## config.mk

```make
export PLATFORM = sky130hd
export DESIGN_NAME = axi4_lite_regfile
export DESIGN_NICKNAME = d
export VERILOG_FILES = /design/src/rtl/axi4_lite_regfile.sv
export SDC_FILE = /design/constraint.sdc
export NUM_CORES = 1
export LEC_CHECK = 0
export ABC_CLOCK_PERIOD_IN_PS = 33700
export CELL_PAD_IN_SITES_DETAIL_PLACEMENT = 1
export CELL_PAD_IN_SITES_GLOBAL_PLACEMENT = 1
export CORE_AREA = 3 3 262 264
export DETAILED_ROUTE_END_ITERATION = 6
export DIE_AREA = 0 0 265 267
export GPL_TIMING_DRIVEN = 0
export HOLD_SLACK_MARGIN = 0.1
export PLACE_DENSITY_LB_ADDON = 0.1
export SETUP_SLACK_MARGIN = 0.05
export SLEW_MARGIN = 15
export SYNTH_ARGS = -nofsm -noshare
export SYNTH_HDL_FRONTEND = slang
export SYNTH_SLANG_ARGS = --single-unit
```

## constraint.sdc

```tcl
create_clock -name aclk -period 33.7 [get_ports aclk]
set_input_delay 6.74 -clock aclk [delete_from_list [all_inputs] [get_ports aclk]]
set_output_delay 6.74 -clock aclk [all_outputs]
set_load 0.05 [all_outputs]
```

## src/rtl/axi4_lite_regfile.sv

```systemverilog
// AXI4-Lite slave register file.
//
// Purpose: NUM_REGS registers of DATA_WIDTH bits behind an AXI4-Lite slave port.
// Registers flagged in RO_MASK are read-only and return the live ro_i slice.
// Writable registers are exported on reg_o. A committed write pulses wr_pulse_o
// for one cycle.
//
// Ports:
//   aclk, areset          clock, asynchronous active-high reset
//   s_axi_aw*             write address channel (awaddr, awvalid, awready)
//   s_axi_w*              write data channel (wdata, wstrb, wvalid, wready)
//   s_axi_b*              write response channel (bresp, bvalid, bready)
//   s_axi_ar*             read address channel (araddr, arvalid, arready)
//   s_axi_r*              read data channel (rdata, rresp, rvalid, rready)
//   ro_i                  status inputs, register i at slice i
//   reg_o                 current register contents, register i at slice i
//   wr_pulse_o            one-cycle strobe per register on a committed write
module axi4_lite_regfile #(
  parameter int unsigned         DATA_WIDTH = 32,
  parameter int unsigned         ADDR_WIDTH = 32,
  parameter int unsigned         NUM_REGS   = 8,
  parameter logic [NUM_REGS-1:0] RO_MASK    = '0
) (
  input  logic                           aclk,
  input  logic                           areset,
  input  logic [ADDR_WIDTH-1:0]          s_axi_awaddr,
  input  logic                           s_axi_awvalid,
  output logic                           s_axi_awready,
  input  logic [DATA_WIDTH-1:0]          s_axi_wdata,
  input  logic [DATA_WIDTH/8-1:0]        s_axi_wstrb,
  input  logic                           s_axi_wvalid,
  output logic                           s_axi_wready,
  output logic [1:0]                     s_axi_bresp,
  output logic                           s_axi_bvalid,
  input  logic                           s_axi_bready,
  input  logic [ADDR_WIDTH-1:0]          s_axi_araddr,
  input  logic                           s_axi_arvalid,
  output logic                           s_axi_arready,
  output logic [DATA_WIDTH-1:0]          s_axi_rdata,
  output logic [1:0]                     s_axi_rresp,
  output logic                           s_axi_rvalid,
  input  logic                           s_axi_rready,
  input  logic [NUM_REGS*DATA_WIDTH-1:0] ro_i,
  output logic [NUM_REGS*DATA_WIDTH-1:0] reg_o,
  output logic [NUM_REGS-1:0]            wr_pulse_o
);

  localparam int unsigned STRB_W = DATA_WIDTH / 8;
  localparam int unsigned LSB    = $clog2(STRB_W);
  localparam int unsigned IDXW   = (NUM_REGS > 1) ? $clog2(NUM_REGS) : 1;
  // One extra bit so the byte limit never wraps for small address widths.
  localparam logic [ADDR_WIDTH:0] ADDR_LIMIT = (ADDR_WIDTH + 1)'(NUM_REGS * STRB_W);

  localparam logic [1:0] RESP_OKAY   = 2'b00;
  localparam logic [1:0] RESP_SLVERR = 2'b10;

  typedef enum logic [1:0] {WIdle, WPart, WResp} w_state_e;

  w_state_e                      r_state, w_state_nxt;
  logic                          r_ready_en;
  logic                          r_aw_full;
  logic [ADDR_WIDTH-1:0]         r_aw_addr;
  logic                          r_w_full;
  logic [DATA_WIDTH-1:0]         r_w_data;
  logic [STRB_W-1:0]             r_w_strb;
  logic [1:0]                    r_bresp;
  logic [NUM_REGS*DATA_WIDTH-1:0] r_regs;
  logic [NUM_REGS-1:0]           r_wr_pulse;
  logic                          r_rvalid;
  logic [DATA_WIDTH-1:0]         r_rdata;
  logic [1:0]                    r_rresp;

  logic                  w_bvalid;
  logic                  w_aw_hs, w_w_hs, w_ar_hs;
  logic                  w_aw_have, w_w_have, w_commit;
  logic [ADDR_WIDTH-1:0] w_wr_addr;
  logic [DATA_WIDTH-1:0] w_wr_data;
  logic [STRB_W-1:0]     w_wr_strb;
  logic [IDXW-1:0]       w_wr_idx, w_rd_idx;
  logic                  w_wr_oor, w_wr_ok, w_rd_oor;

  // ---------------------------------------------------------------------------
  // Handshakes and write-commit decode
  // ---------------------------------------------------------------------------
  assign w_bvalid      = (r_state == WResp);
  // r_ready_en keeps all readies low until the first edge after reset release.
  assign s_axi_awready = r_ready_en & ~r_aw_full & ~w_bvalid;
  assign s_axi_wready  = r_ready_en & ~r_w_full & ~w_bvalid;
  assign s_axi_arready = r_ready_en & ~r_rvalid;

  assign w_aw_hs = s_axi_awvalid & s_axi_awready;
  assign w_w_hs  = s_axi_wvalid & s_axi_wready;
  assign w_ar_hs = s_axi_arvalid & s_axi_arready;

  // A channel arriving this cycle counts as held, so a write whose second half
  // lands now commits on the same edge (keeps back-to-back writes at 2 cycles).
  assign w_aw_have = r_aw_full | w_aw_hs;
  assign w_w_have  = r_w_full | w_w_hs;
  assign w_commit  = w_aw_have & w_w_have & ~w_bvalid;

  assign w_wr_addr = r_aw_full ? r_aw_addr : s_axi_awaddr;
  assign w_wr_data = r_w_full ? r_w_data : s_axi_wdata;
  assign w_wr_strb = r_w_full ? r_w_strb : s_axi_wstrb;

  assign w_wr_idx = w_wr_addr[LSB +: IDXW];
  assign w_wr_oor = ({1'b0, w_wr_addr} >= ADDR_LIMIT);
  assign w_wr_ok  = ~w_wr_oor & ~RO_MASK[w_wr_idx];

  assign w_rd_idx = s_axi_araddr[LSB +: IDXW];
  assign w_rd_oor = ({1'b0, s_axi_araddr} >= ADDR_LIMIT);

  // ---------------------------------------------------------------------------
  // Write FSM
  // ---------------------------------------------------------------------------
  always_comb begin
    w_state_nxt = r_state;
    unique case (r_state)
      WIdle: begin
        if (w_commit) begin
          w_state_nxt = WResp;
        end else if (w_aw_hs || w_w_hs) begin
          w_state_nxt = WPart;
        end
      end
      WPart: begin
        if (w_commit) w_state_nxt = WResp;
      end
      WResp: begin
        if (s_axi_bready) w_state_nxt = WIdle;
      end
      default: w_state_nxt = WIdle;
    endcase
  end

  always_ff @(posedge aclk or posedge areset) begin
    if (areset) begin
      r_state    <= WIdle;
      r_ready_en <= 1'b0;
    end else begin
      r_state    <= w_state_nxt;
      r_ready_en <= 1'b1;
    end
  end

  // ---------------------------------------------------------------------------
  // Holding registers, register array, write response
  // ---------------------------------------------------------------------------
  always_ff @(posedge aclk or posedge areset) begin
    if (areset) begin
      r_aw_full  <= 1'b0;
      r_aw_addr  <= '0;
      r_w_full   <= 1'b0;
      r_w_data   <= '0;
      r_w_strb   <= '0;
      r_bresp    <= RESP_OKAY;
      r_regs     <= '0;
      r_wr_pulse <= '0;
    end else begin
      r_wr_pulse <= '0;
      if (w_commit) begin
        r_aw_full <= 1'b0;
        r_w_full  <= 1'b0;
        r_bresp   <= w_wr_ok ? RESP_OKAY : RESP_SLVERR;
        if (w_wr_ok) begin
          r_wr_pulse[w_wr_idx] <= 1'b1;
          for (int k = 0; k < STRB_W; k++) begin
            if (w_wr_strb[k]) begin
              r_regs[int'(w_wr_idx) * DATA_WIDTH + 8 * k +: 8] <= w_wr_data[8 * k +: 8];
            end
          end
        end
      end else begin
        if (w_aw_hs) begin
          r_aw_full <= 1'b1;
          r_aw_addr <= s_axi_awaddr;
        end
        if (w_w_hs) begin
          r_w_full <= 1'b1;
          r_w_data <= s_axi_wdata;
          r_w_strb <= s_axi_wstrb;
        end
      end
    end
  end

  // ---------------------------------------------------------------------------
  // Read path: one-cycle latency, payload captured at the AR handshake. A write
  // committing on the same edge is not yet visible in r_regs.
  // ---------------------------------------------------------------------------
  always_ff @(posedge aclk or posedge areset) begin
    if (areset) begin
      r_rvalid <= 1'b0;
      r_rdata  <= '0;
      r_rresp  <= RESP_OKAY;
    end else if (w_ar_hs) begin
      r_rvalid <= 1'b1;
      if (w_rd_oor) begin
        r_rdata <= '0;
        r_rresp <= RESP_SLVERR;
      end else if (RO_MASK[w_rd_idx]) begin
        r_rdata <= ro_i[int'(w_rd_idx) * DATA_WIDTH +: DATA_WIDTH];
        r_rresp <= RESP_OKAY;
      end else begin
        r_rdata <= r_regs[int'(w_rd_idx) * DATA_WIDTH +: DATA_WIDTH];
        r_rresp <= RESP_OKAY;
      end
    end else if (r_rvalid && s_axi_rready) begin
      r_rvalid <= 1'b0;
    end
  end

  assign s_axi_bvalid = w_bvalid;
  assign s_axi_bresp  = r_bresp;
  assign s_axi_rvalid = r_rvalid;
  assign s_axi_rdata  = r_rdata;
  assign s_axi_rresp  = r_rresp;
  // Read-only slots are never written, so they read back as zero here.
  assign reg_o        = r_regs;
  assign wr_pulse_o   = r_wr_pulse;

endmodule

```

Word level (Yosys, flattened, before mapping) --
Memory sizes are Yosys's and may differ from the RTL's. Index checks and enable logic that the tools add are counted.
Operators by class: add/subtract/negate cells 7, $mul 0, divide/modulo/power cells 0, order comparisons 5, equality and inequality tests 5, shifts and indexed selects 10, multiplexer cells 38, bitwise gates (word level) 20, reduce and logical (&&, ||, !) cells 11
Operator list (number):
- $mux W256 | 10
- $bwmux W256 | 4
- $shift A8 B34 Y256 const A | 4
- $shiftx A8 B34 Y256 | 4
- $shiftx A256 B9 Y32 | 2
- $mux W32 | 4
- $neg A9 Y34 | 3
- $ge A32 B6 Y1 const B | 2
- $neg A8 Y34 | 1
- $add A8 B5 Y9 const B | 2
- $mux W8 | 2
- $mux W2 | 6
- $and A1 B1 Y1 | 11
- $add A8 B4 Y9 const B | 1
- $mux W1 | 9
- $lt A3 B4 Y1 const B | 2
- $not A1 Y1 | 7
- $pmux W2 S3 | 1
- $reduce_and A2 Y1 | 3
- $reduce_bool A2 Y1 | 3
- $mux W4 | 1
- $ne A2 B2 Y1 const B | 2
- $demux W1 S3 | 1
- $ge A3 B1 Y1 const B | 1
- 8 further kinds | 10
Storage, ports and cells: register bits 374, latch bits 0, bits in writable memories 0, ROM bits 16, bits of input ports 363, output and inout bits 305, word-level logic and storage cells 111, memories kept 2
Memory list:
- (no name shown) | words 8, width 1, rd ports 1, clocked after Yosys merged registers in 0, wr ports 0, RTL line 200 | end else if (RO_MASK[w_rd_idx]) begin
- (no name shown) | words 8, width 1, rd ports 1, clocked after Yosys merged registers in 0, wr ports 0, RTL line 107 | assign w_wr_ok = ~w_wr_oor & ~RO_MASK[w_wr_idx];

Depth between registers and ports, before layout --
Gate-level depths: netlist (run 1).
depth after elaboration 18, depth in mapped cells 8, depth with buffers taken out 6

Worst setup path before layout (run 1) --
Ideal clock, no wire load.
kind flip-flop to output port, start register r_state[1], end output s_axi_wready, arrival time 1.955 ns, required time 26.960 ns, path slack 25.005 ns, stages on the path, launching flop included 4, buffers on the path 0, cell sequence dfrtp_1 nand2b_1 inv_1 nor3_1
On the way: word-level cells in the longest chain between the ends 3
RTL lines:
- start, declared | RTL line 59 | w_state_e r_state, w_state_nxt;
- start signal, assigned | RTL line 137 | r_state <= WIdle;
- start signal, assigned | RTL line 140 | r_state <= w_state_nxt;
- $eq A2 B2 Y1 | RTL line 85 | assign w_bvalid = (r_state == WResp);
- net s_axi_bvalid | RTL line 34 | output logic s_axi_bvalid,
- $not A1 Y1 | RTL line 88 | assign s_axi_wready = r_ready_en & ~r_w_full & ~w_bvalid;
- $and A1 B1 Y1 | RTL line 88
- end, declared | RTL line 32 | output logic s_axi_wready,
The timed path passes the listed nets, and every way through them passes these cells.

Worst setup path after layout (run 1) --
start input s_axi_awvalid, end register r_regs[55] (netlist: reg_o[55])
On the way: word-level cells in the longest chain between the ends 5
RTL lines:
- start, declared | RTL line 27 | input logic s_axi_awvalid,
- $and A1 B1 Y1 | RTL line 91 | assign w_aw_hs = s_axi_awvalid & s_axi_awready;
- $or A1 B1 Y1 | RTL line 97 | assign w_aw_have = r_aw_full | w_aw_hs;
- $and A1 B1 Y1 (2 in series) | RTL line 99 | assign w_commit = w_aw_have & w_w_have & ~w_bvalid;
- $reduce_and A2 Y1 (no source line)
- end signal, assigned by index | RTL line 168 | r_regs[int'(w_wr_idx) * DATA_WIDTH + 8 * k +: 8] <= w_wr_data[8 * k +: 8];
- end, declared | RTL line 67 | logic [NUM_REGS*DATA_WIDTH-1:0] r_regs;
No other way between the ends. A chain may end at the register's enable or synchronous reset.

==> results of run 1 <==
## per-layer routing
| layer | share of wire | GRT usage | vias up |
|---|---|---|---|
| li1 | - | - | 5546 |
| met1 | 0.46 | 0.2793 | 6746 |
| met2 | 0.46 | 0.3314 | 400 |
| met3 | 0.065 | 0.05457 | 89 |
| met4 | 0.017 | 0.04291 | 12 |
| met5 | 0.0010 | 0 | - |
## layout make-up
| class | instances | area share |
|---|---|---|
| Sequential cell | 370 | 0.3864 |
| Multi-Input combinational cell | 826 | 0.3189 |
| Timing Repair Buffer | 405 | 0.1714 |
| Clock buffer | 68 | 0.05749 |
| Tap cell | 873 | 0.04559 |
| Buffer | 59 | 0.01023 |
| Clock inverter | 14 | 0.007467 |
| Inverter | 10 | 0.001880 |
| Antenna cell | 6 | 0.0006266 |
## per-stage QoR
| step | total power [uW] | setup slack (ps) | area, um^2 | utilization | cells |
|---|---|---|---|---|---|
| after floorplan | 718.1 | 16690 | 17170 | - | 1265 |
| after global placement | 851.0 | 11010 | 22290 | 0.3336 | 2540 |
| after detailed placement | 860.9 | 22740 | 22390 | 0.3351 | 2543 |
| after CTS | 1385 | 23350 | 23940 | 0.3584 | 2625 |
| after global routing | 1434 | 23340 | 23950 | 0.3585 | 2626 |
| final | 1359 | 23420 | 23960 | 0.3587 | 2631 |
## cell usage in the layout, fill, tap and decap left out, types with 3 or more instances in the layout
master and instances:
dfrtp_1 370, diode_2 6, clkbuf_2 3, clkdlybuf4s50_1 402
nor3_1 14, nor4b_1 4, bufinv_16 4, inv_1 8
mux2_1 8, nor4_4 6, nand2b_1 10, clkbuf_1 49
ha_1 7, nand2_1 43, o21ai_0 33, a21oi_1 4
clkbuf_8 8, buf_16 3, mux2i_1 62, clkbuf_16 49
mux2_2 322, conb_1 3, buf_2 10, clkinv_2 7
nand4_1 28, nand3_1 6, mux4_2 64, nor4_1 16
nor2_1 175, buf_1 6
## logic make-up (layout without fill, tap and decap cells)
logic type / Yosys count / count (layout) / synth area share
AO/OA/AOI/OAI: 47 / 47 / 0.01523
buffers and inverters: 69 / 556 / 0.01589
other: 2 / 9 / 0.0004375
XOR/XNOR: 1 / 1 / 0.0005103
AND/OR/NAND/NOR: 311 / 311 / 0.08608
adder cells (fa/ha/maj): 7 / 7 / 0.005102
multiplexers: 457 / 457 / 0.3374
flip-flops: 370 / 370 / 0.5394
## state kept, by name (all words and copies together), names as in the netlist, 2 cells and up
name,cells
reg_o,256
r_w_data,32
s_axi_rdata,32
r_aw_addr,30
wr_pulse_o,8
r_w_strb,4
r_state,2
## power by group
part	leakage (uW)	switching, uW	internal, uW	total (uW)
clock	0.000763	201	313	514
combinational	0.00479	223	109	332
sequential	0.00502	25.3	487	513
## critical path: stages
cell	delay [ps]
clkdlybuf4s50_1	670
a21oi_1	180
or3_1	500
a221oi_1	610
buf_2	370
buf_2	310
nand4_1	770
mux2_2	570
## path summary, 6_finish.rpt
path                                             start                   endpoint  slack (ps)  cells past startpoint
worst max-delay path                     s_axi_awvalid      reg_o[55]$_DFFE_PP0P_       23420                      8
worst max register to register   r_aw_full$_DFFE_PP0P_     reg_o[141]$_DFFE_PP0P_       29220                      7
worst min-delay path            r_state[1]$_DFFE_PP0P_     r_state[0]$_DFFE_PP0P_         450                      1
min in group asynchronous                       areset  r_aw_addr[18]$_DFFE_PP0P_        6690                      2
max in group asynchronous                       areset     reg_o[173]$_DFFE_PP0P_       25540                      4
worst min register to register  r_state[1]$_DFFE_PP0P_     r_state[0]$_DFFE_PP0P_         450                      1
==> key figures, run 1 <==
Worst setup path
  – CP Capture Type: register
  – CP Max Fanout: 10
  – CP startpoint kind: primary input
  – Worst EP required: 34150 ps
  – Critical path type: in2reg
  – Arr. time, crit path: 10740 ps

Worst hold path
  – Hold/Removal Path Class: reg2reg

Job
  – Max_cap viols: 0

Pwr
  – Peak VDD IR: 0.00003004 V
  – Pwr dens: 56.70 nW/um^2
  – Leak Pwr: 0.01057 uW

CTS
  – PostCTS Resize Cnt: 0
  – Maximum level of the CTS H-tree: 2
  – Clock-pin slew on the worst setup and hold paths: 60 ps
  – CTS Buf Count: 47
  – CTS tree: built
  – Sink Count: 370
  – Post-CTS setup buffers: 0
  – Clock root buffer: clkbuf_16
  – Clk Latency, worst-skew pair: 570 ps
  – Longest Clk Path Bufs: 3
  – Number of hold buffers added after CTS: 0

STA
  – Worst-margin pin slew: 1299 ps
  – Max-slew violations: 0
  – Max Clk Rate: 0.09725 GHz
  – Unrepaired setup endpoints after global routing: no
  – Hold slack: 449.0 ps
  – Crit share post-route: 0.3051
  – Final hold vios: 0
  – Clock Skews: 10.85 ps
  – Max-Slew Margin vs Limit: 0.1343
  – Final setup fails: 0
  – Total negative slack: 0 ps
  – Final min period: 10280 ps

Route
  – WL/cell: 28.04 um
  – Residual DRC count: 0
  – ANT nets after route: 0
  – Avg Vias per Cell: 4.862
  – Drt total wl: 73780 um
  – Vias: ~13000
  – DRT Pass-1 Iters: 4
  – DR iter-0 viols: ~530

Final layout
  – Layout cell share with drive strength beyond 1: 0.2768
  – FF/Latch Area: 9259 um^2
  – Multi-input logic area: around 7600 um^2
  – Area growth syn-to-layout: 39.58%
  – Fin nets: 2089
  – Fill count: around 7000

Logic synthesis
  – Synth warnings: 0
  – Area leader, netlist: dfrtp_1
  – Post-synth top area share: 0.5394
  – Post-synthesis register bit count: 370
  – Ys async rst share: 1.000
  – Most frequent cells after synthesis: dfrtp_1 (370), mux2_2 (322), nor2_1 (176)
  – Count leader, synth: dfrtp_1
  – Post-synth cell types: between 40 and 50
  – Syn Inst Count: 1264
  – Post-Syn Area: 17170 um^2
  – Register area share after synthesis: 0.5394
  – Post-synth EDFFs: 0
  – Synth top area cells: dfrtp_1 (54%), mux2_2 (21%), mux4_2 (8.4%)
  – Synth Flop Type: dfrtp_1
  – Synthesized area per cell: around 14 um^2

Die
  – Die H: 267 um
  – DIE AREA: about 71000 um^2
  – Core ar.: about 67000 um^2
  – Initial core utilization: 0.2570
  – Placement row count: 95
  – Die X: between 200 and 300 um
  – Io pins: 668

Global routing
  – Initial antenna violation count: 11
  – First-pass GRT wire length: 104100 um
  – GRT overflow: 0
  – Largest net degree at the start of global routing: 106
  – Vias in the first global route: 14170
  – GRT Total Usage: 0.2056

Placed design
  – Port Buffers: about 400
  – DP Wirelength: around 52000 um
  – GPL Wtd Cong: 0.7603

Status
  – Status: finished clean
No activity file was read; power rests on OpenSTA's default activity.
==> run 2, diff against run 1 <==
--- a/config.mk
+++ b/config.mk
@@ -5,7 +5,7 @@
 export SDC_FILE = /design/constraint.sdc
 export NUM_CORES = 1
 export LEC_CHECK = 0
-export ABC_CLOCK_PERIOD_IN_PS = 33700
+export ABC_CLOCK_PERIOD_IN_PS = 8700
 export CELL_PAD_IN_SITES_DETAIL_PLACEMENT = 1
 export CELL_PAD_IN_SITES_GLOBAL_PLACEMENT = 1
 export CORE_AREA = 3 3 262 264
==> constraint.sdc (replaced) <==
create_clock -name aclk -period 8.7 [get_ports aclk]
set_input_delay 1.74 -clock aclk [delete_from_list [all_inputs] [get_ports aclk]]
set_output_delay 1.74 -clock aclk [all_outputs]
set_load 0.05 [all_outputs]
==> key figures, run 2 (synthesis results as in run 1) <==
Final layout
  – Commonest non-fill, non-tap cell in the layout: clkdlybuf4s50_1
  – Fin nets: 2099 (+0.48%)
  – Most frequent cells in the layout: clkdlybuf4s50_1 (402), dfrtp_1 (370), mux2_2 (322), nor2_1 (175), mux4_2 (64)
  – Max reg flops: 256 (unchanged)
  – Final core area utilization: 0.3619 (+0.003241)
  – Area growth syn-to-layout: 40.84%
  – Layout cell share with drive strength beyond 1: 0.2839 (+0.007026)
  – Finished Cell Area: 24180 um^2 (+0.90%)

STA
  – Max-slew violations: 0 (unchanged)
  – Final hold vios: 0 (unchanged)
  – Max-Slew Margin vs Limit: 0.1988 (+0.06451)
  – Final setup fails: 0 (unchanged)
  – Crit share post-route: 0.5835
  – Unrepaired setup endpoints after global routing: no
  – Worst-margin pin slew: 1202 ps (-96.76 ps)
  – Clock Skews: 17.77 ps (+6.919 ps)
  – Hold slack: 455.3 ps (+6.218 ps)
  – Final min period: 5076 ps
  – Max Clk Rate: 0.1970 GHz

Global routing
  – GRT Total Usage: 0.2079 (+0.002316)
  – First-pass GRT wire length: 105000 um (+0.89%)
  – Initial antenna violation count: 11 (unchanged)
  – GRT overflow: 0 (unchanged)
  – Largest net degree at the start of global routing: 35 (-67%)
  – Vias in the first global route: 14140 (-0.21%)

Pwr
  – Leak Pwr: 0.01069 uW (+1.1%)
  – Peak VDD IR: 0.0001665 V (+450%)
  – Pwr dens: 218.8 nW/um^2 (+290%)

CTS
  – Post-CTS setup buffers: 0 (unchanged)
  – Clk Latency, worst-skew pair: 580 ps (about the same)
  – CTS tree: built
  – CTS Buf Count: 47 (unchanged)
  – Clock-pin slew on the worst setup and hold paths: 60 ps (about the same)
  – Clock root buffer: clkbuf_16
  – Longest Clk Path Bufs: 3 (unchanged)
  – Sink Count: 370 (unchanged)
  – PostCTS Resize Cnt: 0 (unchanged)
  – Maximum level of the CTS H-tree: 2 (unchanged)
  – Number of hold buffers added after CTS: 0 (unchanged)

Worst setup path
  – CP Max Fanout: 10 (unchanged)
  – CP startpoint kind: primary input
  – Worst EP required: 9150 ps (-25000 ps)
  – Arr. time, crit path: 5530 ps (-5210 ps)
  – CP Capture Type: register
  – Critical path type: in2reg

Route
  – ANT nets after route: 0 (unchanged)
  – DR iter-0 viols: 560 (+5.1%)
  – WL/cell: 27.99 um (-0.19%)
  – Residual DRC count: 0 (unchanged)
  – Avg Vias per Cell: 4.833 (-0.61%)
  – Drt total wl: 73970 um (+0.26%)
  – Vias: 12770 (-0.16%)
  – DRT Pass-1 Iters: 4 (unchanged)

Placed design
  – Dpl cell area: 22570 um^2 (+0.82%)
  – Port Buffers: 402 (unchanged)
  – GPL Wtd Cong: 0.7910 (+4.0%)
  – DP Wirelength: 53780 um (+2.5%)

Job
  – Max_cap viols: 0 (unchanged)

Die
  – Core ar.: 66800 um^2 (unchanged)
  – DIE AREA: 70760 um^2 (unchanged)
  – Placement row count: 95 (unchanged)
  – Initial core utilization: 0.2570 (unchanged)
  – Die H: 267 um (unchanged)
  – Die X: 265 um (unchanged)
  – Io pins: 668 (unchanged)

Status
  – Status: finished clean

Worst hold path
  – Hold/Removal Path Class: reg2reg
-- run 2: changes by cell type in the layout (fill, tap and decap cells not counted), sizes merged --
cell,before,now
inv,9,11
clkinvlp,2,1
buf,21,31
clkbuf,109,111
diode,6,5
-- run 2: power breakdown --
group | total, uW | switching, uW | internal [uW]
registers | 1980 | 95.2 | 1890
logic | 1290 | 858 | 430
clock network | 2020 | 788 | 1230
total | 5290 | 1740 | 3550
-- run 2: path summary, 6_finish.rpt --
| path | startpoint | to | slack (ps) | cells past startpoint |
|---|---|---|---|---|
| max in group asynchronous | areset | s_axi_rdata[11]$_DFFE_PP0P_ | 5570 | 7 |
| max reg2reg | r_aw_full$_DFFE_PP0P_ | reg_o[141]$_DFFE_PP0P_ | 4270 | 7 |
| min reg2reg | r_state[1]$_DFFE_PP0P_ | r_state[0]$_DFFE_PP0P_ | 460 | 1 |
| min | r_state[1]$_DFFE_PP0P_ | r_state[0]$_DFFE_PP0P_ | 460 | 1 |
| max | s_axi_awvalid | reg_o[192]$_DFFE_PP0P_ | 3620 | 8 |
| min in group asynchronous | areset | reg_o[93]$_DFFE_PP0P_ | 1630 | 2 |
-- run 2: final cells by class --
type / count / area [um^2]
buffer: 59 / 246.5
tap: 873 / 1092
multi-input combinational: 826 / 7641
clock inverter: 15 / 190.2
inverter: 10 / 41.29
sequential: 370 / 9259
fill: 7034 / 42620
clock buffer: 70 / 1403
timing repair buffer: 415 / 4292
antenna: 5 / 12.51
-- run 2: metrics by stage --
| step | setup WS (ps) | total power (uW) | TNS (ps) | instances |
|---|---|---|---|---|
| finish | 3624 | 5289 | 0 | 2643 |
| global route | 3506 | 5588 | 0 | 2638 |
| floorplan | 1994 | 2782 | 0 | 1265 |
| global placement | -1276 | 3294 | -448880 | 2540 |
| CTS | 3640 | 5401 | 0 | 2638 |
| detailed placement | 3020 | 3340 | 0 | 2553 |
-- run 2: layer usage --
layer / share of wire / track usage / up-vias
li1: - / - / 5564
met1: 0.46 / 0.2866 / 6702
met2: 0.45 / 0.3309 / 407
met3: 0.068 / 0.05522 / 86
met4: 0.017 / 0.04157 / 14
met5: 0.0013 / 0 / -
-- run 2: critical path: stages --
cell,delay (ps)
clkdlybuf4s50_1,720
a21oi_1,190
or3_1,420
a221oi_1,420
buf_2,340
buf_2,320
nand4_1,790
mux2_2,570
==> run 3, diff against run 2 <==
--- a/config.mk
+++ b/config.mk
@@ -5,7 +5,7 @@
 export SDC_FILE = /design/constraint.sdc
 export NUM_CORES = 1
 export LEC_CHECK = 0
-export ABC_CLOCK_PERIOD_IN_PS = 8700
+export ABC_CLOCK_PERIOD_IN_PS = 4500
 export CELL_PAD_IN_SITES_DETAIL_PLACEMENT = 1
 export CELL_PAD_IN_SITES_GLOBAL_PLACEMENT = 1
 export CORE_AREA = 3 3 262 264
==> constraint.sdc (replaced) <==
create_clock -name aclk -period 4.5 [get_ports aclk]
set_input_delay 0.9 -clock aclk [delete_from_list [all_inputs] [get_ports aclk]]
set_output_delay 0.9 -clock aclk [all_outputs]
set_load 0.05 [all_outputs]
==> key figures, run 3 (synthesis results as in run 1) <==
STA
  – Worst-margin pin slew: 1251 ps (+49.67 ps)
  – Unrepaired setup endpoints after global routing: no
  – Final setup fails: 0 (unchanged)
  – Max Clk Rate: 0.2350 GHz
  – Max-Slew Margin vs Limit: 0.1657 (-0.03311)
  – Clock Skews: 18.14 ps (+0.3699 ps)
  – Max-slew violations: 0 (unchanged)
  – Crit share post-route: 0.9455
  – Setup WS post-layout: 245.4 ps (-3379 ps)
  – Final min period: 4255 ps
  – Final hold vios: 0 (unchanged)

Placed design
  – Pre-CTS WS: -339.7 ps (-3360 ps)
  – DP Wirelength: 53780 um (unchanged)
  – GPL Wtd Cong: 0.7910 (unchanged)
  – Port Buffers: 402 (unchanged)

Route
  – DR iter-0 viols: 582 (+3.9%)
  – WL/cell: 27.89 um (-0.33%)
  – ANT nets after route: 0 (unchanged)
  – Residual DRC count: 0 (unchanged)
  – Drt total wl: 74200 um (+0.31%)
  – Vias: 12830 (+0.47%)
  – DRT Pass-1 Iters: 4 (unchanged)
  – Avg Vias per Cell: 4.824 (-0.17%)

CTS
  – Number of hold buffers added after CTS: 0 (unchanged)
  – Clock root buffer: clkbuf_16
  – Maximum level of the CTS H-tree: 2 (unchanged)
  – CTS Buf Count: 47 (unchanged)
  – Clk Latency, worst-skew pair: 580 ps (about the same)
  – Longest Clk Path Bufs: 3 (unchanged)
  – CTS tree: built
  – Clock-pin slew on the worst setup and hold paths: 60 ps (about the same)
  – Sink Count: 370 (unchanged)

Worst setup path
  – R2r endpoint: reg_o[195]$_DFFE_PP0P_
  – FF-to-FF Start: r_aw_full$_DFFE_PP0P_
  – Critical path type: in2reg
  – Most used cell, CP: buf_2
  – CP startpoint kind: primary input
  – CP Max Fanout: 10 (unchanged)
  – Arr. time, crit path: 4710 ps (-820 ps)
  – Slowest-stage cell, CP: nand4_1
  – CP Capture Type: register
  – Critical Path, Cell by Cell: clkdlybuf4s50_1 > a21oi_1 > or3_1 > a221oi_1 > buf_2 > buf_2 > nand4_1 > mux2_2
  – Worst EP required: 4960 ps (-4190 ps)
  – Worst R2R Path Depth: 7 (unchanged)
  – Reg2Reg Setup Slack: 290 ps (-3980 ps)
  – CP max stage delay: 800 ps (about the same)

Die
  – Initial core utilization: 0.2570 (unchanged)
  – Die H: 267 um (unchanged)
  – DIE AREA: 70760 um^2 (unchanged)
  – Core ar.: 66800 um^2 (unchanged)
  – Io pins: 668 (unchanged)
  – Placement row count: 95 (unchanged)
  – Die X: 265 um (unchanged)

Global routing
  – Initial antenna violation count: 11 (unchanged)
  – Largest net degree at the start of global routing: 35 (unchanged)
  – Vias in the first global route: 14150 (+0.078%)
  – GRT Total Usage: 0.2079 (about the same)
  – First-pass GRT wire length: 105000 um (about the same)
  – GRT overflow: 0 (unchanged)

Worst hold path
  – Hold/Removal Path Class: reg2reg
  – Hold Path Sink: r_state[0]$_DFFE_PP0P_
  – Hold Path Depth: 1 (unchanged)
  – Worst Min Path Start: r_state[1]$_DFFE_PP0P_

Pwr
  – Peak VDD IR: 0.0003216 V (+93%)
  – Leak Pwr: 0.01077 uW (+0.77%)
  – Pwr dens: 421.1 nW/um^2 (+92%)

Final layout
  – Max reg flops: 256 (unchanged)
  – Area growth syn-to-layout: 41.63%
  – Layout cell share with drive strength beyond 1: 0.2935 (+0.009638)
  – Final core area utilization: 0.3640 (+0.002041)
  – Most frequent cells in the layout: clkdlybuf4s50_1 (402), dfrtp_1 (370), mux2_2 (322), nor2_1 (175), mux4_2 (64)
  – Fin nets: 2116 (+0.81%)
  – Commonest non-fill, non-tap cell in the layout: clkdlybuf4s50_1

Status
  – Status: finished clean

Job
  – Max_cap viols: 0 (unchanged)
==> run 3: changes by cell type in the layout (fill, tap and decap cells not counted) <==
cell      change
o21ai_1       -1
o21ai_2       +1
clkbuf_2      +4
clkbuf_1      -4
buf_4        +17
==> run 3: final cells by class <==
type | count | area, um^2
Fill cell | 7049 | 42490
Sequential cell | 370 | 9259
Multi-Input combinational cell | 826 | 7645
Timing Repair Buffer | 432 | 4419
Clock buffer | 70 | 1403
Tap cell | 873 | 1092
Buffer | 59 | 251.5
Clock inverter | 15 | 190.2
Inverter | 10 | 41.29
Antenna cell | 5 | 12.51
==> run 3: report_power, final <==
| group | total (uW) | leakage (uW) | internal (uW) | switching (uW) |
|---|---|---|---|---|
| logic | 2500 | 0.00496 | 835 | 1670 |
| registers | 3830 | 0.00502 | 3650 | 184 |
| clock network | 3900 | 0.000792 | 2380 | 1520 |
==> run 3: worst max-delay path, delay by kind of cell <==
kind                   cells  cell delay [ps]
buffers and inverters      3             1380
and+or+nand+nor            2             1230
AOI/OAI and AO/OA          2              620
muxes                      1              570
==> run 3: metrics by stage <==
step / TNS (ps) / total power (uW) / hold WS [ps] / instance area [um^2] / instances
2_1_floorplan: -505480 / 5379 / 426.1 / 17170 / 1265
3_3_place_gp: -1720450 / 6368 / 435.4 / 22290 / 2540
3_5_place_dp: -33670 / 6458 / 448.0 / 22570 / 2553
4_1_cts: 0 / 10440 / 454.8 / 24170 / 2639
5_1_grt: 0 / 10810 / 478.7 / 24300 / 2655
6_report: 0 / 10240 / 455.3 / 24310 / 2660
==> run 3: what timing repair did <==
action / in CTS / in global routing
resized for setup: 2 / 9
endpoints found under the setup margin: 31 / 128
endpoints found under the hold margin: 0 / 0
gates cloned: 0 / 0
buffers inserted: 1 / 16
pin swaps: 1 / 12
==> run 3: routing by layer <==
| layer | part of all wire | track usage | vias up |
|---|---|---|---|
| li1 | - | - | 5597 |
| met1 | 0.46 | 0.2866 | 6759 |
| met2 | 0.46 | 0.3309 | 378 |
| met3 | 0.063 | 0.05522 | 85 |
| met4 | 0.016 | 0.04157 | 14 |
| met5 | 0.0014 | 0 | - |
==> run 3: how the worst max path moves through the flow <==
stage                          start                         to  slack, ps  cells after the start
6_report               s_axi_awvalid     reg_o[195]$_DFFE_PP0P_        250                      8
5_1_grt        r_aw_full$_DFFE_PP0P_     reg_o[197]$_DFFE_PP0P_         60                      7
4_1_cts        r_aw_full$_DFFE_PP0P_      reg_o[75]$_DFFE_PP0P_         40                      6
3_5_place_dp           s_axi_awvalid      reg_o[70]$_DFFE_PP0P_       -340                      8
3_3_place_gp                  areset     reg_o[235]$_DFFE_PP0P_      -4640                      2
2_1_floorplan                 areset  r_aw_addr[10]$_DFFE_PP0P_      -1370                      1
==> RTL edit 1 (config.mk and constraints of run 1) <==
Change the parameter `ADDR_WIDTH` from 32 to 40.
--- a/src/rtl/axi4_lite_regfile.sv
+++ b/src/rtl/axi4_lite_regfile.sv
@@ -17,7 +17,7 @@
 //   wr_pulse_o            one-cycle strobe per register on a committed write
 module axi4_lite_regfile #(
   parameter int unsigned         DATA_WIDTH = 32,
-  parameter int unsigned         ADDR_WIDTH = 32,
+  parameter int unsigned         ADDR_WIDTH = 40,
   parameter int unsigned         NUM_REGS   = 8,
   parameter logic [NUM_REGS-1:0] RO_MASK    = '0
 ) (
Ports: changed (resized s_axi_araddr and s_axi_awaddr); port bits go from 668 to 684. No check against the original RTL was run, so the function may have changed too.
==> RTL edit 1 against run 1 <==
Setup slack improved by 640 ps; critical endpoint is now reg_o[130]; synthesized area increased by 5.5%; power increased by 3.9%; routed wire length decreased by 1.5%; final area increased by 5.3%; count of clock-buffer cells in the layout increased by 1; synthesized cell count increased by 1.3%; clock skew increased by 15 ps; sequential cell count increased by 8; sequential share of layout area decreased by 1.1 points.
==> RTL edit 1: results (changes against run 1) <==
- Status: finished clean (unchanged)
- CP startpoint: s_axi_awaddr[3] (was s_axi_awvalid)
- Vias in the first global route: 14.7k (was 14.2k)
- Worst-path fanout max: 10 (unchanged)
- H-tree levels: 2 (unchanged)
- Slew HR: 0.231 (was 0.134)
- Drt total wl: 72.7 mm (was 73.8 mm)
- Area contributors post-synth: dfrtp_1, mux2_2, mux4_2, mux2i_1, a211oi_4 (was dfrtp_1, mux2_2, mux4_2, nor2_1, mux2i_1)
- Post-cts resize count: 0 (unchanged)
- Initial DRT Pass Iterations: 4 (unchanged)
- Clock skew: 25.8 ps (was 10.9 ps)
- R2r worst-path depth: 8 (was 7)
- Post-synth top cells: dfrtp_1, mux2_2, nor2_1 (unchanged)
- Synth Area in XOR/XNOR: 0 (was 0.000510)
- Switching portion of total power: 0.318 (was 0.331)
- Final net count: 2140 (was 2089)
- Worst reg2reg path startpoint: r_aw_full (unchanged)
- Hold Startpoint: r_state[1] (unchanged)
- Routed wire per std cell: 27.3 microns (was 28.0 microns)
- Setup Buffers After CTS: 0 (unchanged)
- Worst r2r dst: reg_o[130] (was reg_o[141])
- Largest stage delay, worst path: 750 ps (was 770 ps)
- Synth Area per Inst: 14.1 sq um (was 13.6 sq um)
- Sequential share of the synthesized area: 0.522 (was 0.539)
- Worst-skew pair later-pin latency: 590 ps (was 570 ps)
- Layout cells sized above 1: 0.307 (was 0.277)
- Largest net degree at the start of global routing: 94 (was 106)
- Hold/Removal Path Class: reg2reg (unchanged)
- # fillers: 6968 (was 7023)
- Clock transition at path regs: 50 ps
- Asr flop ratio synth: 1.00 (unchanged)
- Post-synth cell types: 45 (was 41)
- Via count: 13.0k (was 12.8k)
- Port bufs: 418 (was 402)
- DP Cell Count: 2576 (was 2543)
- Total track usage: 0.203 (was 0.206)
- Worst Hold Depth: 1 (unchanged)
- Post-detail-place hpwl: 53.4 mm (was 52.5 mm)
- Ys Warns: 0 (unchanged)
- Multiplexer share of the synthesized area: 0.333 (was 0.337)
- CTS buffer count: 48 (was 47)
- Initial antenna violation count: 16 (was 11)
- Synth Area in Compound Gates: 0.0537 (was 0.0152)
- P_leak: 0.0108 uW (was 0.0106 uW)
- Clk root buf: clkbuf_16 (unchanged)
- Adder-cell share of the synthesized area: 0.00553 (was 0.00510)
- Initial DRC Count: 617 (was 533)
- First-pass GRT wire length: 105 mm (was 104 mm)
- Number of flip-flops in the largest register: 256 (unchanged)
- R2R Setup Slk: 29850 ps (was 29220 ps)
- Gp weighted congestion: 0.768 (was 0.760)
- Critical-path top delay cell: mux2i_1 (was nand4_1)
- Maximum VDD drop: 40.1 uV (was 30.0 uV)
- Hold endpoint: r_state[0] (unchanged)
- Clock Tree Buf Depth: 3 (unchanged)
- Crit path arrival time: 10090 ps (was 10740 ps)
## RTL edit 1: area by class of cell
type                    count  area share
diodes                      4    0.000397
plain buffers              62      0.0121
clock buffers              69      0.0563
clock inverters            18      0.0111
inverters                  10     0.00179
multi-input cells         831       0.330
flip-flops and latches    378       0.375
well taps                 873      0.0433
repair buffers            422       0.170
## RTL edit 1: worst max-delay path: cells and delay by family
family,cells,cell delay [ps]
compound gates,1,620
simple gates,2,440
mux,2,1150
fa+ha+maj,2,710
buf+inv,1,410
## RTL edit 1: power groups by stage
stage / clock network, uW / registers, uW / logic [uW]
6_report: 554 / 528 / 330
5_1_grt: 591 / 534 / 361
4_1_cts: 571 / 528 / 336
3_5_place_dp: 0 / 535 / 336
3_3_place_gp: 0 / 533 / 328
2_1_floorplan: 0 / 528 / 214
## RTL edit 1: how the worst max path moves through the flow
| stage | end | slack (ps) | depth (start not counted) |
|---|---|---|---|
| finish | reg_o[130] | 24060 | 8 |
| floorplan | r_aw_addr[10] | 16460 | 1 |
| global route | reg_o[130] | 23790 | 8 |
| CTS | s_axi_wready | 24100 | 4 |
| global placement | s_axi_rdata[10] | 10650 | 2 |
| detailed placement | reg_o[175] | 23480 | 7 |
## RTL edit 1: logic make-up (layout without fill, tap and decap cells)
group,count (synthesis),count (layout)
AO/OA/AOI/OAI,79,79
AND/OR/NAND/NOR,268,268
flip-flops,378,378
other,2,7
buffers and inverters,72,581
adder cells (fa/ha/maj),8,8
multiplexers,473,473
## RTL edit 1: stage by stage
stage	worst slack, ps	util	instance area (sq um)	hold slack (ps)
2_1_floorplan	16460	-	18100	435
5_1_grt	23790	0.378	25200	485
3_5_place_dp	23480	0.352	23500	457
6_report	24060	0.378	25200	464
4_1_cts	24100	0.377	25200	461
3_3_place_gp	10650	0.350	23400	446
## RTL edit 1: per-layer routing
| layer | global-route usage | vias up | routed length, microns |
|---|---|---|---|
| met5 | 0 | - | 154 |
| met4 | 0.0596 | 24 | 2010 |
| met3 | 0.0548 | 121 | 4920 |
| met2 | 0.333 | 405 | 34000 |
| met1 | 0.265 | 6775 | 31600 |
| li1 | - | 5646 | - |
==> RTL edit 2 (flow settings as in run 1) <==
Made on the original files. Reset style: synchronous (`areset`), changed in 3 clocked blocks. Comments in the files are not updated.
--- a/src/rtl/axi4_lite_regfile.sv
+++ b/src/rtl/axi4_lite_regfile.sv
@@ -132,7 +132,7 @@
     endcase
   end
 
-  always_ff @(posedge aclk or posedge areset) begin
+  always_ff @(posedge aclk) begin
     if (areset) begin
       r_state    <= WIdle;
       r_ready_en <= 1'b0;
@@ -145,7 +145,7 @@
   // ---------------------------------------------------------------------------
   // Holding registers, register array, write response
   // ---------------------------------------------------------------------------
-  always_ff @(posedge aclk or posedge areset) begin
+  always_ff @(posedge aclk) begin
     if (areset) begin
       r_aw_full  <= 1'b0;
       r_aw_addr  <= '0;
@@ -187,7 +187,7 @@
   // Read path: one-cycle latency, payload captured at the AR handshake. A write
   // committing on the same edge is not yet visible in r_regs.
   // ---------------------------------------------------------------------------
-  always_ff @(posedge aclk or posedge areset) begin
+  always_ff @(posedge aclk) begin
     if (areset) begin
       r_rvalid <= 1'b0;
       r_rdata  <= '0;
Function: not settled (the Yosys comparison gave no result); the edit may change what the design does.
==> RTL edit 2 against run 1 <==
Cell count increased by 16%; critical path depth down 1; synthesized area down 3.6%; setup slack improved by 220 ps; sequential share of layout area down 6.7 points; largest cell class is now multi-input gates; routed wire length up 13%; sequential cell count did not move; final area is 3.1% lower.
Power is not compared: it rests on default switching activity, and its combinational part moved more than twofold at a synthesized area within 25%.
==> RTL edit 2: results (changes against run 1) <==
- Status: finished clean (unchanged)
- Routed wire per std cell: 27.2 microns (was 28.0 microns)
- Sequential share of the synthesized area: 0.448 (was 0.539)
- Post-synth cell types: 45 (was 41)
- Crit path arrival time: 10500 ps (was 10740 ps)
- Met3 routed WL: 5.31 mm (was 4.79 mm)
- Cells after Synth: 1700 (was 1264)
- Met3 Use GR: 0.0619 (was 0.0546)
- M1 GR Usage: 0.309 (was 0.279)
- Met2 Use GR: 0.366 (was 0.331)
- # fillers: 7533 (was 7023)
- Top FF cell, synth: dfxtp_1 (was dfrtp_1)
- CTS buffer count: 45 (was 47)
- Total track usage: 0.230 (was 0.206)
- Vias in the first global route: 16.0k (was 14.2k)
- R2r worst-path depth: 6 (was 7)
- Synth Area in XOR/XNOR: 0 (was 0.000510)
- Met1 Wirelength: 38.7 mm (was 33.8 mm)
- Synth Area in Compound Gates: 0.0426 (was 0.0152)
- DP Cell Count: 2978 (was 2543)
- Critical-path top delay cell: clkbuf_1 (was nand4_1)
- Layout cells sized above 1: 0.0993 (was 0.277)
- Initial DRT Pass Iterations: 5 (was 4)
- Multiplexer share of the synthesized area: 0.290 (was 0.337)
- DP Area: 0.0217 sq mm (was 0.0224 sq mm)
- Metal2 WL: 37.0 mm (was 33.9 mm)
RTL edit 2: cell types whose count changed after synthesis, sizes merged, moves of 67 or more:
cell,delta
a21oi,+67
dfrtp,-370
dfxtp,+370
mux2,-294
mux2i,+231
nand2,+511
nor2,-129
RTL edit 2: cell type report:
type                       instances  share of cell area
antenna                            5            0.000539
buffer                           109              0.0197
clock buffer                      66              0.0576
clock inverter                    14             0.00652
inverter                           8             0.00129
multi-input combinational       1214               0.374
sequential                       370               0.319
tap                              873              0.0471
timing repair buffer             404               0.174
RTL edit 2: power breakdown:
part | internal, uW | switching (uW) | leakage [uW]
clock network | 297 | 201 | 0.000738
registers | 442 | 2.91 | 0.00299
logic | 32.2 | 69.7 | 0.00495
RTL edit 2: final timing paths:
check                    endpoint             from  slack, ps
setup / recovery  s_axi_rdata[28]  s_axi_araddr[3]      23630
hold / removal        r_w_data[5]      r_w_data[5]        450
setup reg to reg       reg_o[243]    r_aw_addr[16]      29960
hold reg to reg       r_w_data[5]      r_w_data[5]        450
